### config.mk
export PLATFORM = sky130hd
export DESIGN_NAME = pulse_gen_multi
export DESIGN_NICKNAME = d
export VERILOG_FILES = /design/src/rtl/pulse_gen_multi.sv
export SDC_FILE = /design/constraint.sdc
export NUM_CORES = 1
export LEC_CHECK = 0
export ABC_AREA = 1
export CAP_MARGIN = 15
export CORE_ASPECT_RATIO = 0.75
export CORE_MARGIN = 10
export CORE_UTILIZATION = 60
export DETAILED_ROUTE_END_ITERATION = 10
export PLACE_DENSITY = 0.79
export SYNTH_ARGS = -nofsm -noshare
export SYNTH_HDL_FRONTEND = slang
export SYNTH_SLANG_ARGS = --single-unit
### constraint.sdc
create_clock -name clk -period 4.2 [get_ports clk]
set_input_delay 0.63 -clock clk [delete_from_list [all_inputs] [get_ports clk]]
set_output_delay 0.63 -clock clk [all_outputs]
set_load 0.05 [all_outputs]
### src/rtl/pulse_gen_multi.sv
`default_nettype none
// ============================================================================
//  Module   : pulse_gen_multi
//  Purpose  : Multi-channel programmable pulse generator. Each channel has
//             its own period, high-time and mode (continuous / one-shot),
//             written through a valid/ready config port into shadow
//             registers that are applied only at a period boundary (or
//             while idle/disabled), so running waveforms never glitch.
//  Options  : `define PULSE_GEN_PHASE_EN adds a cfg_phase field that sets
//             a per-channel start offset on IDLE->RUN.
//  Revision : 1.0 - initial release
// ============================================================================
module pulse_gen_multi #(
   parameter int NUM_CH         = 4,
   parameter int CNT_W          = 8,
   parameter int DEFAULT_PERIOD = 10,
   parameter int DEFAULT_WIDTH  = 3
) (
   input  logic                                         clk,
   input  logic                                         rst_n,
   input  logic                                         cfg_valid,
   output logic                                         cfg_ready,
   input  logic [((NUM_CH > 1) ? $clog2(NUM_CH) : 1)-1:0] cfg_ch,
   input  logic [CNT_W-1:0]                             cfg_period,
   input  logic [CNT_W-1:0]                             cfg_width,
   input  logic                                         cfg_mode,
`ifdef PULSE_GEN_PHASE_EN
   input  logic [CNT_W-1:0]                             cfg_phase,
`endif
   input  logic [NUM_CH-1:0]                            en,
   input  logic [NUM_CH-1:0]                            trig,
   output logic [NUM_CH-1:0]                            pulse,
   output logic [NUM_CH-1:0]                            busy,
   output logic [NUM_CH-1:0]                            done
);

   localparam int CH_W = (NUM_CH > 1) ? $clog2(NUM_CH) : 1;

   localparam logic [CNT_W-1:0] C_DEF_PERIOD = CNT_W'(DEFAULT_PERIOD);
   localparam logic [CNT_W-1:0] C_DEF_WIDTH  = CNT_W'(DEFAULT_WIDTH);
   localparam logic [CNT_W-1:0] C_ONE        = CNT_W'(1);

   typedef enum logic [0:0] {
      ST_IDLE = 1'b0,
      ST_RUN  = 1'b1
   } state_t;

   logic [NUM_CH-1:0] w_pend_vec;
   logic              w_ready;

   // Ready is low only while the addressed channel still holds an unapplied
   // shadow; out-of-range channel numbers are always accepted and dropped.
   always_comb begin
      w_ready = 1'b1;
      for (int i = 0; i < NUM_CH; i++) begin
         if ((cfg_ch == CH_W'(i)) && w_pend_vec[i]) begin
            w_ready = 1'b0;
         end
      end
   end

   assign cfg_ready = w_ready;

   for (genvar gi = 0; gi < NUM_CH; gi++) begin : g_ch
      // FSM / output registers
      state_t           r_state;
      state_t           w_state_nxt;
      logic [CNT_W-1:0] r_count;
      logic [CNT_W-1:0] w_count_nxt;
      logic             r_pulse;
      logic             w_pulse_nxt;
      logic             r_busy;
      logic             w_busy_nxt;
      logic             r_done;
      logic             w_done_nxt;

      // Active and shadow configuration
      logic [CNT_W-1:0] r_period;
      logic [CNT_W-1:0] r_width;
      logic             r_mode;
      logic [CNT_W-1:0] r_sh_period;
      logic [CNT_W-1:0] r_sh_width;
      logic             r_sh_mode;
      logic             r_pend;

      // Configuration as it will be after this edge (shadow if applying)
      logic [CNT_W-1:0] w_period_eff;
      logic [CNT_W-1:0] w_period_n;
      logic [CNT_W-1:0] w_period_eff_n;
      logic [CNT_W-1:0] w_width_n;
      logic             w_mode_n;
      logic [CNT_W-1:0] w_start;
      logic [CNT_W-1:0] w_count_inc;
      logic             w_xfer;
      logic             w_boundary;
      logic             w_apply;

`ifdef PULSE_GEN_PHASE_EN
      logic [CNT_W-1:0] r_phase;
      logic [CNT_W-1:0] r_sh_phase;
      logic [CNT_W-1:0] w_phase_n;
`endif

      assign w_xfer       = cfg_valid && w_ready && (cfg_ch == CH_W'(gi));
      assign w_period_eff = (r_period == '0) ? C_ONE : r_period;
      assign w_boundary   = (r_state == ST_RUN) && (r_count == (w_period_eff - C_ONE));

      // Shadow moves to active while idle, at a run boundary, or when the
      // channel is being disabled (it is about to sit in IDLE anyway).
      assign w_apply = r_pend && ((r_state == ST_IDLE) || w_boundary || !en[gi]);

      assign w_period_n     = w_apply ? r_sh_period : r_period;
      assign w_width_n      = w_apply ? r_sh_width  : r_width;
      assign w_mode_n       = w_apply ? r_sh_mode   : r_mode;
      assign w_period_eff_n = (w_period_n == '0) ? C_ONE : w_period_n;
      assign w_count_inc    = r_count + C_ONE;

`ifdef PULSE_GEN_PHASE_EN
      assign w_phase_n = w_apply ? r_sh_phase : r_phase;
      assign w_start   = w_phase_n % w_period_eff_n;
`else
      assign w_start   = '0;
`endif

      // Next-state and registered-output logic; pulse is derived from the
      // next count so it stays aligned with the count register.
      always_comb begin
         w_state_nxt = r_state;
         w_count_nxt = r_count;
         w_pulse_nxt = 1'b0;
         w_busy_nxt  = 1'b0;
         w_done_nxt  = 1'b0;
         if (!en[gi]) begin
            w_state_nxt = ST_IDLE;
            w_count_nxt = '0;
         end else begin
            case (r_state)
               ST_IDLE: begin
                  w_count_nxt = '0;
                  if (!w_mode_n || trig[gi]) begin
                     w_state_nxt = ST_RUN;
                     w_count_nxt = w_start;
                     w_pulse_nxt = (w_start < w_width_n);
                     w_busy_nxt  = 1'b1;
                  end
               end
               ST_RUN: begin
                  if (w_boundary) begin
                     w_count_nxt = '0;
                     if (r_mode) begin
                        w_state_nxt = ST_IDLE;
                        w_done_nxt  = 1'b1;
                     end else begin
                        w_pulse_nxt = (w_width_n != '0);
                        w_busy_nxt  = 1'b1;
                     end
                  end else begin
                     w_count_nxt = w_count_inc;
                     w_pulse_nxt = (w_count_inc < w_width_n);
                     w_busy_nxt  = 1'b1;
                  end
               end
               default: begin
                  w_state_nxt = ST_IDLE;
                  w_count_nxt = '0;
               end
            endcase
         end
      end

      // FSM state, counter and output registers
      always_ff @(posedge clk or negedge rst_n) begin
         if (!rst_n) begin
            r_state <= ST_IDLE;
            r_count <= '0;
            r_pulse <= 1'b0;
            r_busy  <= 1'b0;
            r_done  <= 1'b0;
         end else begin
            r_state <= w_state_nxt;
            r_count <= w_count_nxt;
            r_pulse <= w_pulse_nxt;
            r_busy  <= w_busy_nxt;
            r_done  <= w_done_nxt;
         end
      end

      // Shadow capture from the config port and shadow-to-active transfer
      always_ff @(posedge clk or negedge rst_n) begin
         if (!rst_n) begin
            r_sh_period <= C_DEF_PERIOD;
            r_sh_width  <= C_DEF_WIDTH;
            r_sh_mode   <= 1'b0;
            r_period    <= C_DEF_PERIOD;
            r_width     <= C_DEF_WIDTH;
            r_mode      <= 1'b0;
            r_pend      <= 1'b0;
         end else begin
            if (w_xfer) begin
               r_sh_period <= cfg_period;
               r_sh_width  <= cfg_width;
               r_sh_mode   <= cfg_mode;
               r_pend      <= 1'b1;
            end else if (w_apply) begin
               r_pend      <= 1'b0;
            end
            if (w_apply) begin
               r_period <= r_sh_period;
               r_width  <= r_sh_width;
               r_mode   <= r_sh_mode;
            end
         end
      end

`ifdef PULSE_GEN_PHASE_EN
      // Start-offset shadow and active copies follow the other fields
      always_ff @(posedge clk or negedge rst_n) begin
         if (!rst_n) begin
            r_sh_phase <= '0;
            r_phase    <= '0;
         end else begin
            if (w_xfer) begin
               r_sh_phase <= cfg_phase;
            end
            if (w_apply) begin
               r_phase <= r_sh_phase;
            end
         end
      end
`endif

      assign w_pend_vec[gi] = r_pend;
      assign pulse[gi]      = r_pulse;
      assign busy[gi]       = r_busy;
      assign done[gi]       = r_done;
   end

endmodule
`default_nettype wire

# ---- Yosys cells after proc, flatten, opt, wreduce, memory -nomap -nowiden
# Index checks and enable logic that the tools add are counted.
dict set report word_totals {
  register_bits 184
  inputBits 30
  out_inout_bits 13
  elab_cells 213
}
dict set report op_classes {
  add_sub_neg 8
  magnitude_cmp 8
  n_eq_ne 7
  n_mux 92
  n_bitwise 4
  n_reduce_logical 50
}
# op n
set op_table {}
lappend op_table {{$mux 8} 16}
lappend op_table {{$mux 1} 64}
lappend op_table {{$pmux 8 s2} 4}
lappend op_table {{$add 8x1->8 const B} 4}
lappend op_table {{$eq 8x8->1} 4}
lappend op_table {{$logic_not 8->1} 4}
lappend op_table {{$lt 1x8->1 const A} 4}
lappend op_table {{$lt 8x8->1} 4}
lappend op_table {{$reduce_bool 8->1} 4}
lappend op_table {{$sub 8x1->8 const B} 4}
lappend op_table {{$logic_and 1x1->1} 17}
lappend op_table {{$pmux 1 s2} 8}
lappend op_table {{$logic_or 1x1->1} 12}
lappend op_table {{$logic_not 1->1} 8}
lappend op_table {{$reduce_bool 2->1} 4}
lappend op_table {{$eq 2x2->1 const B} 2}
lappend op_table {{$not 1->1} 4}
lappend op_table {{$eq 2x1->1 const B} 1}
lappend op_table {{$logic_not 2->1} 1}

# ---- Depth between registers and ports, before layout
# Gate-level depths: netlist (run 1).
dict set report depth {
  ltp_word 14
  ltp_mapped 33
  depth_no_buf 32
}

# ---- Least setup slack after synthesis (run 1)
# No wires, ideal clock.
dict set report synth_path {
  kind {register -> register}
  startpoint {register g_ch[2].r_period[3]}
  endpoint {register g_ch[2].r_pulse}
  setup_time_ns 0.073
  arrival_ns 2.957
  required_time_ns 4.127
  setup_slack_ns 1.170
  stages_incl_launch_ff 26
  n_path_buf 1
  synth_period_minus_slack_ns 3.030
  path_cell_list {dfstp_2 > nor2_4 > nand4_4 > nand2_2 > inv_2 > ha_1 > inv_1 > nor2_1 > nand3_1 > nand2_1 > nand2_1 > inv_1 > nand3_1 > nor2_2 > nand3_2 > nand3_4 > nand2_4 > buf_6 > nand2_1 > o21ai_0 > ha_1 > a21oi_1 > nor2_1 > a211oi_1 > nand2_1 > a21oi_2}
}
dict set report synth_via {
  elab_chain_cells 14
  elab_cells_between_ends 20
  classes_between {add/sub: 1; order compare: 2; eq/ne: 1; mux: 8; reduce/logical: 8}
}
# item line_no
set synth_lines {}
lappend synth_lines {{start: declaration} 78} ;# logic [CNT_W-1:0] r_period;
lappend synth_lines {{start signal: assignment} 208} ;# r_period <= r_sh_period;
lappend synth_lines {{$logic_not 8->1} 105} ;# assign w_period_eff = (r_period == '0) ? C_ONE : r_period;
lappend synth_lines {{$mux 8 *} 105}
lappend synth_lines {{$sub 8x1->8 *} 106} ;# assign w_boundary = (r_state == ST_RUN) && (r_count == (w_period_eff - C_ONE));
lappend synth_lines {{$eq 8x8->1 *} 106}
lappend synth_lines {{$logic_and 1x1->1 *} 106}
lappend synth_lines {{parallel branches: the longest is 7 deep, another holds $lt 8x8->1} -}
lappend synth_lines {{$pmux 1 s2 *} 137} ;# case (r_state)
lappend synth_lines {{$mux 1 *} 133} ;# if (!en[gi]) begin
lappend synth_lines {{via g_ch[2].w_pulse_nxt} 71} ;# logic w_pulse_nxt;
lappend synth_lines {{end signal: assignment} 182} ;# r_pulse <= w_pulse_nxt;
lappend synth_lines {{end: declaration} 70} ;# logic r_pulse;
# Mark *: on every way through the listed nets, which the timed path passes.
# A chain may end at the register's enable or synchronous reset.

# ---- Worst setup path after layout (run 1)
dict set report layout_path {
  startpoint {register g_ch[3].r_period[3]}
  endpoint {register g_ch[3].r_pulse}
}
dict set report layout_via {
  elab_chain_cells 14
  elab_cells_between_ends 20
  classes_between {add/sub: 1; order compare: 2; eq/ne: 1; mux: 8; reduce/logical: 8}
}
# item line_no
set layout_lines {}
lappend layout_lines {{start: declaration} 78}
lappend layout_lines {{start signal: assignment} 208}
lappend layout_lines {{$logic_not 8->1} 105}
lappend layout_lines {{$mux 8 *} 105}
lappend layout_lines {{$sub 8x1->8 *} 106}
lappend layout_lines {{$eq 8x8->1 *} 106}
lappend layout_lines {{$logic_and 1x1->1 *} 106}
lappend layout_lines {{$logic_or 1x1->1 * (2 in series)} 110} ;# assign w_apply = r_pend && ((r_state == ST_IDLE) || w_boundary || !en[gi]);
lappend layout_lines {{$logic_and 1x1->1 *} 110}
lappend layout_lines {{$mux 8 *} -}
lappend layout_lines {{via g_ch[3].w_width_n[5]} 90} ;# logic [CNT_W-1:0] w_width_n;
lappend layout_lines {{parallel branches: the longest is 3 deep, another holds $lt 8x8->1} -}
lappend layout_lines {{$pmux 1 s2 *} 137}
lappend layout_lines {{$mux 1 *} 133}
lappend layout_lines {{via g_ch[3].w_pulse_nxt} 71}
lappend layout_lines {{end signal: assignment} 182}
lappend layout_lines {{end: declaration} 70}
# Marks and branches as above.

==> impl_metrics.toml, run 1 <==
[yosys]
synth_xor_area_share_pct = 4.09
ys_seq_area_share_pct = 48.2
yosys.cell_count.top_type = "nand2_1"
synth_edf_count = 0
synthCells = 1191
synth-compound-area-share_pct = 8.06
synth-simple-area-share_pct = 25.1
yosysWarnings = 0
synth_fa_ha_area_share_pct = 4.16
syn_area_um2 = 9630
syn_area_per_cell_um2 = 8.09
synth_top_cell_by_area = "dfrtp_1"
synth_top_area_share_pct = 39.5
synth_area_leaders = "dfrtp_1, nand2_1, dfstp_2"
syn-num-nets = 1253
synth_top_family_by_area = "simple AND/OR/NAND/NOR gates"
synth_common_cells = "nand2_1, inv_1, dfrtp_1"
ys_seq_elements = 184
ys_types = 41
ys_async_sr_fraction_pct = 100
synth_mux_area_share_pct = 0
synth_ff_type = "dfrtp_1"

[critical_path]
crit_top_cell = "nand2_1"
cpLargestDelayFamily = "simple AND/OR/NAND/NOR gates"
max_stage_delay_ns = 0.58
cp_max_fo = 18
worstPathArrival_ns = 4.16
crit_chain = "nor2_2, nand2_2, nor2_1, nor2_2, ha_1, xor2_1, nand2_1, inv_1, nand3_1, nor2_1, nand3_2, nand3_2, nand2_4, inv_1, nand2_1, nand2_1, inv_1, ha_1, a21oi_1, nor2_1, a211oi_1, nand2_1, a21oi_1"
slowest_stage = "dfstp_2"
cp-end-kind = "flop"
critPathBufInv = 3
critPathLaunchType = "flop"
crit_required_ns = 4.55
setup.worst_path.class = "reg -> reg"

[clock_tree]
path_clk_slew_ns = 0.07
clkLatencyLatePin_ns = 0.43
cts_setup_buffers = 0
htreeDepth = 4
cts_root_buffer = "clkbuf_16"
ctsLongestPathBuffers = 2
cts_buffers = 17
cts_tree = "yes"
hold_buffers = 0
cts.sinks = 184

[status]
outcome = "completed"

[power_and_ir_drop]
switching_share_pct = 35.6
pwr_density_cell_nw_per_um2 = 539
leakage_nw = 5.69
switching_power_mw = 2.06
peakVddDrop_v = 0.000322
p_comb_share_pct = 30.1
p_seq_share_pct = 42.2
internal-power_mw = 3.72
clkPwrFrac_pct = 27.7

[global_routing]
grt_pass1_wl_um = 35300
track_usage_pct = 20.0
grt_overflow = 0
grt_pass1_vias = 7016
antenna_found_initial = 0
grt_max_degree = 97

[placement]
port_buffers = 42
dp_hpwl_um = 15500
place_congestion = 0.920

[timing]
hold_violations = 0
fmax_mhz = 262
finalClockSkew_ns = 0.0114
finalSetupTns_ns = 0
drv_slew = 0
grt_setup_unrepaired = "false"
finalCritPeriodShare_pct = 90.7
period_needed_ns = 3.81
max-slew-margin-rel_pct = 28.9
worst_pin_slew_ns = 1.06
setup_viol = 0

[floorplanning]
die_x_um = 166
rows = 40
start_util_pct = 60.7
die_area_um2 = 21600
die_y_um = 130
io_pins = 43
coreArea_um2 = 15900

[detailed_routing]
drc_errors = 0
vias_per_cell = 5.20
ant_nets = 0
routed_wl_um = 21000
vias = 7502
drt_iter0_drc = 510
wl_per_cell_um = 14.6
dr.pass1.iters = 7

[layout]
final_nets = 1284
area_growth_pct = 11.4
drive_gt1_share_pct = 10.5
multi_input_area_um2 = 3990
antenna_cells = 0
regArea_um2 = 4640
utilization_pct = 67.6
nFillCells = 1248

[flow_run]
drv_cap = 0

[worst_hold_path]
hp-class = "in -> async"
==> power by group through the flow <==
stage	registers (mW)	logic [mW]	clock network (mW)
after CTS	2.44	1.74	1.63
after global placement	2.45	1.68	0
after global routing	2.48	2.01	1.70
final	2.44	1.74	1.60
after floorplan	2.39	1.35	0
after detailed placement	2.46	1.72	0
==> final timing paths <==
path	slack, ns	from	cells after the start	to
worst max-delay path	0.39	g_ch[3].r_period[3]	23	g_ch[3].r_pulse
worst min-delay path	0.25	rst_n	1	g_ch[0].r_count[2]
worst max register to register	0.39	g_ch[3].r_period[3]	23	g_ch[3].r_pulse
worst min register to register	0.47	g_ch[3].r_sh_period[4]	2	g_ch[3].r_period[4]
max in group asynchronous	2.88	rst_n	2	g_ch[1].r_period[3]
min in group clk	0.47	g_ch[3].r_sh_period[4]	2	g_ch[3].r_period[4]
==> kinds of logic after synthesis <==
logic type                 after synthesis
AOI/OAI and AO/OA                      142
xor gates and xnor gates                45
adders and majority gates               32
and+or+nand+nor                        549
DFF                                    184
buffers and inverters                  239
==> cells in the final DEF (no fill, tap or decap), drive strengths merged, types with 6 or more instances in the layout <==
| cell type | n |
|---|---|
| xnor2 | 10 |
| buf | 7 |
| nand2 | 340 |
| xor2 | 35 |
| nor2 | 108 |
| dfrtp | 152 |
| nand3 | 67 |
| clkbuf | 20 |
| clkdlybuf4s50 | 41 |
| nand4 | 14 |
| clkinv | 6 |
| a21oi | 16 |
| ha | 32 |
| o21ai | 118 |
| dfstp | 32 |
| inv | 205 |
| nand3b | 7 |
==> through the flow <==
step / setup WS [ns] / cell area (um^2) / hold slack, ns / power, mW / std cells
2_1_floorplan: 1.17 / 9630 / 0.334 / 3.75 / 1191
3_3_place_gp: 0.437 / 10100 / 0.458 / 4.13 / 1413
3_5_place_dp: 0.390 / 10100 / 0.454 / 4.18 / 1413
4_1_cts: 0.278 / 10700 / 0.294 / 5.80 / 1444
5_1_grt: 0.00202 / 10700 / 0.306 / 6.19 / 1444
6_report: 0.389 / 10700 / 0.250 / 5.78 / 1444
==> flip-flops by register name, indices dropped and copies added, names as in the netlist <==
signal	cells
g_ch.r_sh_width	32
g_ch.r_sh_mode	4
g_ch.r_period	32
g_ch.r_mode	4
g_ch.r_pend	4
g_ch.r_sh_period	32
g_ch.r_width	32
g_ch.r_busy	4
g_ch.r_done	4
g_ch.r_count	32
g_ch.r_pulse	4
==> area by class of cell <==
type / count / area share (%)
multi-input cells: 768 / 37.2
flip-flops and latches: 184 / 43.3
well taps: 210 / 2.45
inverters: 202 / 7.12
repair buffers: 49 / 4.44
clock inverters: 12 / 1.34
clock buffers: 19 / 4.13
==> timing repair <==
action | in CTS | in global routing
gates resized for setup | 0 | 4
endpoints found under the hold margin | 0 | 0
endpoints found under the setup margin | 0 | 1
==> routing by layer <==
metal	GRT usage, %	routed length [um]	part of all wire [%]	vias up
li1	-	-	-	3742
met1	28.6	10200	49	3514
met2	30.1	9060	43	220
met3	4.48	1370	6.5	26
met4	5.72	340	1.6	0
met5	0	0	0	-
Note: power is estimated with default switching activity, not from simulation.
==> run 2: changes to the inputs <==
--- a/config.mk
+++ b/config.mk
@@ -12,6 +12,7 @@
 export CORE_UTILIZATION = 60
 export DETAILED_ROUTE_END_ITERATION = 10
 export PLACE_DENSITY = 0.79
+export SLEW_MARGIN = 10
 export SYNTH_ARGS = -nofsm -noshare
 export SYNTH_HDL_FRONTEND = slang
 export SYNTH_SLANG_ARGS = --single-unit
==> results of run 2 <==
The final DEF is identical to that of run 1; final timing and power are the same.
